==> src/rtl/gat_run_ctrl.sv <==
// gat_run_ctrl: sequences one GAT layer run on gat_top. It gates the three
// BRAM load-done flags, waits for a fresh gat_ready rising edge, then drains
// the new-feature BRAM through port B onto a valid/ready stream through a
// small credit-controlled FIFO.
module gat_run_ctrl #(
  parameter int NEW_FEATURE_WIDTH  = 32,
  parameter int NEW_FEATURE_ADDR_W = 16,
  parameter int RD_LAT             = 2,
  parameter int FIFO_DEPTH         = 4,
  parameter int TIMEOUT_W          = 24
) (
  input  logic                          clk,
  input  logic                          rst_n,
  input  logic                          cfg_start,
  input  logic                          cfg_abort,
  input  logic                          cfg_layer,
  input  logic [NEW_FEATURE_ADDR_W:0]   cfg_num_words,
  input  logic                          ld_h_data_done,
  input  logic                          ld_node_info_done,
  input  logic                          ld_wgt_done,
  output logic                          gat_layer,
  output logic                          h_data_bram_load_done,
  output logic                          h_node_info_bram_load_done,
  output logic                          wgt_bram_load_done,
  input  logic                          gat_ready,
  output logic [NEW_FEATURE_ADDR_W+1:0] feat_bram_addrb,
  input  logic [NEW_FEATURE_WIDTH-1:0]  feat_bram_dout,
  output logic [NEW_FEATURE_WIDTH-1:0]  m_data,
  output logic                          m_valid,
  input  logic                          m_ready,
  output logic                          busy,
  output logic                          done,
  output logic                          err_timeout,
  output logic [31:0]                   run_cycles
);

  localparam int AW    = NEW_FEATURE_ADDR_W;
  localparam int PTR_W = $clog2(FIFO_DEPTH);
  localparam int CNT_W = PTR_W + 1;
  localparam logic [TIMEOUT_W-1:0] TMO_LAST = ~TIMEOUT_W'(1);

  typedef enum logic [2:0] {
    IDLE, WAIT_LOAD, RUN, WAIT_READY, DRAIN, DONE
  } state_t;

  state_t               state;
  logic                 load_done;
  logic [AW:0]          num_words_q;
  logic [AW:0]          issue_cnt;
  logic [AW:0]          xfer_cnt;
  logic [TIMEOUT_W-1:0] tmo_cnt;
  logic                 armed;

  // read-return valid pipeline: vld_p[k] marks a read issued k cycles ago
  logic [RD_LAT:0]      vld_p;
  logic [CNT_W-1:0]     credit;
  logic [PTR_W-1:0]     wr_ptr;
  logic [PTR_W-1:0]     rd_ptr;
  logic [CNT_W-1:0]     fcnt;
  logic [NEW_FEATURE_WIDTH-1:0] fifo_mem [FIFO_DEPTH];

  logic issue;
  logic push;
  logic xfer;

  function automatic logic [31:0] sat_inc32(input logic [31:0] v);
    return (v == 32'hFFFF_FFFF) ? v : v + 32'd1;
  endfunction

  assign busy    = (state != IDLE);
  assign m_valid = (fcnt != '0);
  assign m_data  = m_valid ? fifo_mem[rd_ptr] : '0;
  assign xfer    = m_valid & m_ready;
  assign push    = vld_p[RD_LAT];
  assign issue   = (state == DRAIN) && (credit < CNT_W'(FIFO_DEPTH)) &&
                   (issue_cnt < num_words_q);

  assign h_data_bram_load_done      = load_done;
  assign h_node_info_bram_load_done = load_done;
  assign wgt_bram_load_done         = load_done;

  // Run sequencer: state, registered control outputs, address and counters
  always_ff @(posedge clk or negedge rst_n) begin
    if (!rst_n) begin
      state           <= IDLE;
      gat_layer       <= 1'b0;
      load_done       <= 1'b0;
      done            <= 1'b0;
      err_timeout     <= 1'b0;
      run_cycles      <= '0;
      num_words_q     <= '0;
      issue_cnt       <= '0;
      xfer_cnt        <= '0;
      tmo_cnt         <= '0;
      armed           <= 1'b0;
      feat_bram_addrb <= '0;
    end else if (cfg_abort) begin
      state           <= IDLE;
      gat_layer       <= 1'b0;
      load_done       <= 1'b0;
      done            <= 1'b0;
      issue_cnt       <= '0;
      xfer_cnt        <= '0;
      tmo_cnt         <= '0;
      armed           <= 1'b0;
      feat_bram_addrb <= '0;
    end else begin
      done <= 1'b0;
      if (state != IDLE && state != WAIT_LOAD) run_cycles <= sat_inc32(run_cycles);
      case (state)
        IDLE: begin
          if (cfg_start) begin
            state       <= WAIT_LOAD;
            gat_layer   <= cfg_layer;
            num_words_q <= cfg_num_words;
            err_timeout <= 1'b0;
            run_cycles  <= '0;
            issue_cnt   <= '0;
            xfer_cnt    <= '0;
          end
        end
        WAIT_LOAD: begin
          if (ld_h_data_done && ld_node_info_done && ld_wgt_done) begin
            state     <= RUN;
            load_done <= 1'b1;
          end
        end
        RUN: begin
          state   <= WAIT_READY;
          tmo_cnt <= '0;
          armed   <= 1'b0;
        end
        WAIT_READY: begin
          // only a low-then-high seen inside this state starts the drain
          if (armed && gat_ready) begin
            state     <= DRAIN;
            load_done <= 1'b0;
          end else if (tmo_cnt == TMO_LAST) begin
            state       <= IDLE;
            load_done   <= 1'b0;
            gat_layer   <= 1'b0;
            err_timeout <= 1'b1;
          end else begin
            tmo_cnt <= tmo_cnt + TIMEOUT_W'(1);
            if (!gat_ready) armed <= 1'b1;
          end
        end
        DRAIN: begin
          if (issue) begin
            feat_bram_addrb <= {issue_cnt[AW-1:0], 2'b00};
            issue_cnt       <= issue_cnt + (AW+1)'(1);
          end
          if (xfer) begin
            xfer_cnt <= xfer_cnt + (AW+1)'(1);
            if (xfer_cnt == num_words_q - (AW+1)'(1)) begin
              state <= DONE;
              done  <= 1'b1;
            end
          end
        end
        DONE: begin
          state     <= IDLE;
          gat_layer <= 1'b0;
        end
        default: state <= IDLE;
      endcase
    end
  end

  // Read-return tracking and FIFO occupancy; abort discards everything in flight
  always_ff @(posedge clk or negedge rst_n) begin
    if (!rst_n) begin
      vld_p  <= '0;
      credit <= '0;
      wr_ptr <= '0;
      rd_ptr <= '0;
      fcnt   <= '0;
    end else if (cfg_abort) begin
      vld_p  <= '0;
      credit <= '0;
      wr_ptr <= '0;
      rd_ptr <= '0;
      fcnt   <= '0;
    end else begin
      vld_p  <= {vld_p[RD_LAT-1:0], issue};
      credit <= credit + CNT_W'(issue) - CNT_W'(xfer);
      if (push) wr_ptr <= wr_ptr + PTR_W'(1);
      if (xfer) rd_ptr <= rd_ptr + PTR_W'(1);
      fcnt   <= fcnt + CNT_W'(push) - CNT_W'(xfer);
    end
  end

  // FIFO storage captures BRAM data when its read-return valid reaches the end
  always_ff @(posedge clk) begin
    if (push) fifo_mem[wr_ptr] <= feat_bram_dout;
  end

  a_no_push_full: assert property (@(posedge clk) disable iff (!rst_n)
    !(push && (fcnt == CNT_W'(FIFO_DEPTH))));

endmodule

==> config.mk <==
export PLATFORM = sky130hd
export DESIGN_NAME = gat_run_ctrl
export DESIGN_NICKNAME = d
export VERILOG_FILES = /design/src/rtl/gat_run_ctrl.sv
export SDC_FILE = /design/constraint.sdc
export NUM_CORES = 1
export LEC_CHECK = 0
export BUFFER_PORTS_ARGS = -buffer_cell sky130_fd_sc_hd__buf_2
export CAP_MARGIN = 20
export CORE_ASPECT_RATIO = 1.75
export CORE_MARGIN = 2
export CORE_UTILIZATION = 60
export DETAILED_ROUTE_END_ITERATION = 7
export PLACE_DENSITY = 0.87
export SYNTH_ARGS = -nofsm -noshare
export SYNTH_HDL_FRONTEND = slang
export SYNTH_SLANG_ARGS = --single-unit
==> constraint.sdc <==
create_clock -name clk -period 6.1 [get_ports clk]
set_input_delay 1.22 -clock clk [delete_from_list [all_inputs] [get_ports clk]]
set_output_delay 1.22 -clock clk [all_outputs]
set_load 0.005 [all_outputs]
# Word level (Yosys, flattened, before mapping)
# Memory sizes are Yosys's and may differ from the RTL's.
# Index checks and enable logic that the tools add are counted.
[op_classes]
addsub = 11
n_lt_le_gt_ge = 2
eq_ne = 22
mux = 58
n_bitwise = 2
reduce_logical = 28
[op_table]
columns = ["cell", "n"]
rows = [
  ["32-bit two-way mux", 5],
  ["17-bit two-way mux", 5],
  ["24-bit two-way mux", 3],
  ["17-bit case mux with 2 select lines", 2],
  ["18-bit two-way mux", 3],
  ["24-bit case mux with 2 select lines", 1],
  ["17-bit by 1-bit adder with 17-bit output, second input constant", 2],
  ["32-bit by 1-bit adder with 32-bit output, second input constant", 1],
  ["32-bit == test, second input constant", 1],
  ["3-bit two-way mux", 10],
  ["24-bit by 1-bit adder with 24-bit output, second input constant", 1],
  ["24-bit == test, second input constant", 1],
  ["3-bit inequality test, second input constant", 8],
  ["1-bit two-way mux", 20],
  ["17-bit == test", 1],
  ["17-bit less-than comparator", 1],
  ["17-bit by 1-bit subtractor with 17-bit output, second input constant", 1],
  ["3-bit case mux with 5 select lines", 1],
  ["3-bit AND reduction", 5],
  ["3-bit nonzero test", 5],
  ["5-bit AND reduction", 2],
  ["2-bit nonzero test", 5],
  ["2-bit two-way mux", 4],
  ["4-bit AND reduction", 2],
  ["19 further kinds", 33],
]
[totals]
register_bits = 146
mem_bits_rw = 128
inputBits = 59
output_inout_bits = 90
wordCells = 141
n_memories = 1
[mem_list]
columns = ["memory", "words", "word_bits", "read_ports", "rd_ports_with_merged_regs", "wr", "line", "rtl"]
rows = [
  ["fifo_mem", 4, 32, 1, 0, 1, "60", "logic [NEW_FEATURE_WIDTH-1:0] fifo_mem [FIFO_DEPTH];"],
]

# Logic depth before layout (Yosys ltp)
[depth]
depth_word = 6
mapped_depth = 15
depth_no_buf = 13

# Worst setup path before layout
# OpenSTA, ideal clock, no wires.
[synth_path]
path_kind = "register to output"
from = "reg rd_ptr[0]"
to = "out m_data[23]"
t_arrival_ps = 1843
t_required_ps = 4880
slack_ps = 3037
path_stages_with_launch = 5
path_buffers = 2
cell_sequence = "dfrtp_1 -> clkbuf_1 -> buf_1 -> mux4_2 -> and2_1"
[synth_between]
elab_chain_len = 2
[synth_rtl]
columns = ["element", "line", "rtl"]
rows = [
  ["from (decl)", "58", "logic [PTR_W-1:0] rd_ptr;"],
  ["from (signal assigned)", "188", "if (xfer) rd_ptr <= rd_ptr + PTR_W'(1);"],
  ["memory read 4 x 32 bit", "-", ""],
  ["32-bit two-way mux", "72", "assign m_data = m_valid ? fifo_mem[rd_ptr] : '0;"],
  ["to (decl)", "28", "output logic [NEW_FEATURE_WIDTH-1:0] m_data,"],
]
# No other way between the ends.

# Final worst setup path
[layout_path]
from = "reg rd_ptr[0]"
to = "out m_data[11]"
# Same word-level chain as after synthesis.

==> reports/metrics.yaml <==
setup_tns_ns: 0
grt_pass1_wl_um: 47300
wl_um: 29100
drt_pass1_iterations: 5
cp_slowest_stage_delay_ns: 0.61
status: "finished, final reports clean"
nNetsFinal: 1343
cts.path.max_buffers: 3
vias_per_cell: 5.99
regToRegStartpoint: "num_words_q[6]$_DFFE_PN0P_"
synthTopCellsByArea: "edfxtp_1, dfrtp_1, mux4_2, ha_1, nor2_1"
start_util_pct: 61.1
finalCriticalPeriod_ns: 3.56
final_cell_mix: "buf_2, dfrtp_1, edfxtp_1, nor2_1, nand2_1"
arrival_ns: 2.34
synthFlopType: "dfrtp_1"
syn_avg_cell_area_um2: 11.7
grt_antenna_before_repair: 0
r2r_setup_slack_ns: 2.94
synth_top_cell_by_area: "edfxtp_1"
detailedPlace.worstSlack_ns: 2.59
globalplace.congestion: 0.900
holdPathStages: 1
r2r_end: "credit[2]$_DFF_PN0_"
grt_overflow: 0
clock_skew_ns: 0.00664
grt_pass1_vias: 9482
min_period_over_period_pct: 58.4
ios: 149
finalNonFillerCells: 1563
placed_area_um2: 14100
postCtsHoldBufs: 0
die-area_um2: 23100
p_sw_mw: 1.25
wl_per_cell_um: 18.6
pwr-share-seq_pct: 45.0
hold_violations: 0
ys_seq_area_share_pct: 56.7
synth_compound_area_share_pct: 7.20
cts_setup_buffers: 0
combinationalPowerShare_pct: 20.4
port_buffers: 146
crit_required_ns: 4.88
worst_slew_pin_slew_ns: 0.912
synth.distinct_cells: 67
vdd_drop_max_uv: 308
place_inst: 1516
synth_top_family_by_area: "simple AND/OR/NAND/NOR gates"
drc: 0
switching_share_pct: 27.4
cts-resized-gates: 0
synth_xor_area_share_pct: 3.93
antenna_left: 0
maxSlewHeadroom_pct: 39.2
yosysTopAreaCellShare_pct: 29.3
synth_mux_area_share_pct: 7.71
setup_violations: 0
p_leak_nw: 6.21
final_common_cell: "buf_2"
path_clk_slew_ns: 0.06
die_x_um: 116
worst_path_max_delay_cell: "mux4_2"
n_antenna_cell: 0
finish.instance_area_um2: 15000
insertion_delay_ns: 0.54
cts_sinks: 272
dp_hpwl_um: 19500
fmaxAchievable_mhz: 281
pwr-share-clk_pct: 34.7
cts_tree: "done"
yosysWarnings: 0
maxCapViolations: 0
htreeDepth: 1
rsz0062_at_grt: "no"
p_int_mw: 3.31
hold_end: "vld_p[2]$_DFF_PN0_"
cts-root-buf: "clkbuf_16"
grt_max_degree: 90
async_flop_share_pct: 52.9
drive_gt1_share_pct: 19.7
worstRegToRegCells: 13
detail_route.iter0.violations: 689
core-area_um2: 21500
drv_slew: 0
yosys.area_share.simple_pct: 18.2
min_path_type: "reg -> reg"
gr-usage-all-layers_pct: 25.8
crit_type: "reg -> out"
timing.final.ws_setup_ns: 2.54
synth-seq-cells: 272
vias: 9369
cts_inserted_buffers: 25
utilization_pct: 69.5
synthesis.area_um2: 13100
synthAdderAreaFrac_pct: 3.16
syn_to_final_growth_pct: 13.8
worst_hold_startpoint: "vld_p[1]$_DFF_PN0_"
synth_edf_count: 128
cp_cell_sequence: "buf_4 -> mux4_2 -> and2_1 -> buf_2"
fp.dieH_um: 200
netlist_instances: 1122
p_per_area_nw_per_um2: 304
row_count: 71
critPathMaxFanout: 34
cp-end-kind: "output pin"
cp-start-kind: "flip-flop"
sequential cells by signal (all words and copies together), names as in the netlist, 3 cells and up:
register,flops
issue_cnt,17
state,3
num_words_q,17
xfer_cnt,17
fifo_mem,128
fcnt,3
tmo_cnt,24
vld_p,3
credit,3
run_cycles,32
feat_bram_addrb,16
cell families (layout without fill, tap and decap cells):
family | count (synthesis) | in the layout
AO/OA/AOI/OAI | 153 | 153
flip-flops | 272 | 272
other | 1 | 2
buffers and inverters | 99 | 247
adder cells (fa/ha/maj) | 32 | 32
XOR/XNOR | 59 | 59
multiplexers | 61 | 61
AND/OR/NAND/NOR | 445 | 445
worst max path at each step:
stage	start	endpoint	slack, ns	cells after the start
floorplan	rd_ptr[0]$_DFFE_PN0P_	m_data[23]	3.04	4
finish	rd_ptr[0]$_DFFE_PN0P_	m_data[11]	2.54	4
global placement	cfg_abort	run_cycles[11]$_DFFE_PN0N_	2.55	5
detailed placement	cfg_abort	tmo_cnt[10]$_DFFE_PN0P_	2.59	7
global route	rd_ptr[0]$_DFFE_PN0P_	m_data[11]	2.40	4
CTS	rd_ptr[0]$_DFFE_PN0P_	m_data[11]	2.46	4
metrics by stage:
stage / hold WS, ns / power (mW)
global placement: 0.454 / 2.95
finish: 0.485 / 4.55
global route: 0.514 / 4.76
floorplan: 0.439 / 2.66
detailed placement: 0.465 / 2.98
CTS: 0.488 / 4.55
power groups by stage:
stage                     Sequential, mW  Clock, mW  Combinational [mW]
after floorplan                     2.05          0               0.607
after global routing                2.06       1.67                1.03
after detailed placement            2.08          0               0.895
after global placement              2.08          0               0.869
after CTS                           2.05       1.60               0.910
final                               2.05       1.58               0.928
cell type report:
cell class,instances,area (µm²)
clock buffers,30,644
clock inverters,16,175
fillers,1553,6550
inverters,41,154
multi-input cells,752,5300
flip-flops and latches,272,7450
well taps,292,365
repair buffers,160,862
routing by layer:
metal  wire [µm]  vias to the layer above  part of all wire [%]  GRT usage, %
li1            -                     4382                     -             -
met1       10900                     4636                    37          30.3
met2       15800                      281                    54          47.0
met3        1400                       70                   4.8          4.08
met4        1020                        0                   3.5          9.96
met5           0                        -                     0             0
worst max-delay path: cells and delay by family (launching register included):
kind	cells	cell delay [ns]
muxes	1	0.61
and+or+nand+nor	1	0.18
DFF	1	0.34
buffers and inverters	2	0.65
cell usage after synthesis (26+ instances only):
master,instances
mux4_2,32
nand4_1,33
dfrtp_1,144
ha_1,30
nand3_1,44
inv_1,40
a21oi_1,51
or3_1,26
o21ai_0,38
and2_1,40
clkbuf_1,37
edfxtp_1,128
xor2_1,27
nand2_1,80
mux2i_1,28
nor2_1,90
xnor2_1,32
No activity file was read; power rests on OpenSTA's default activity.
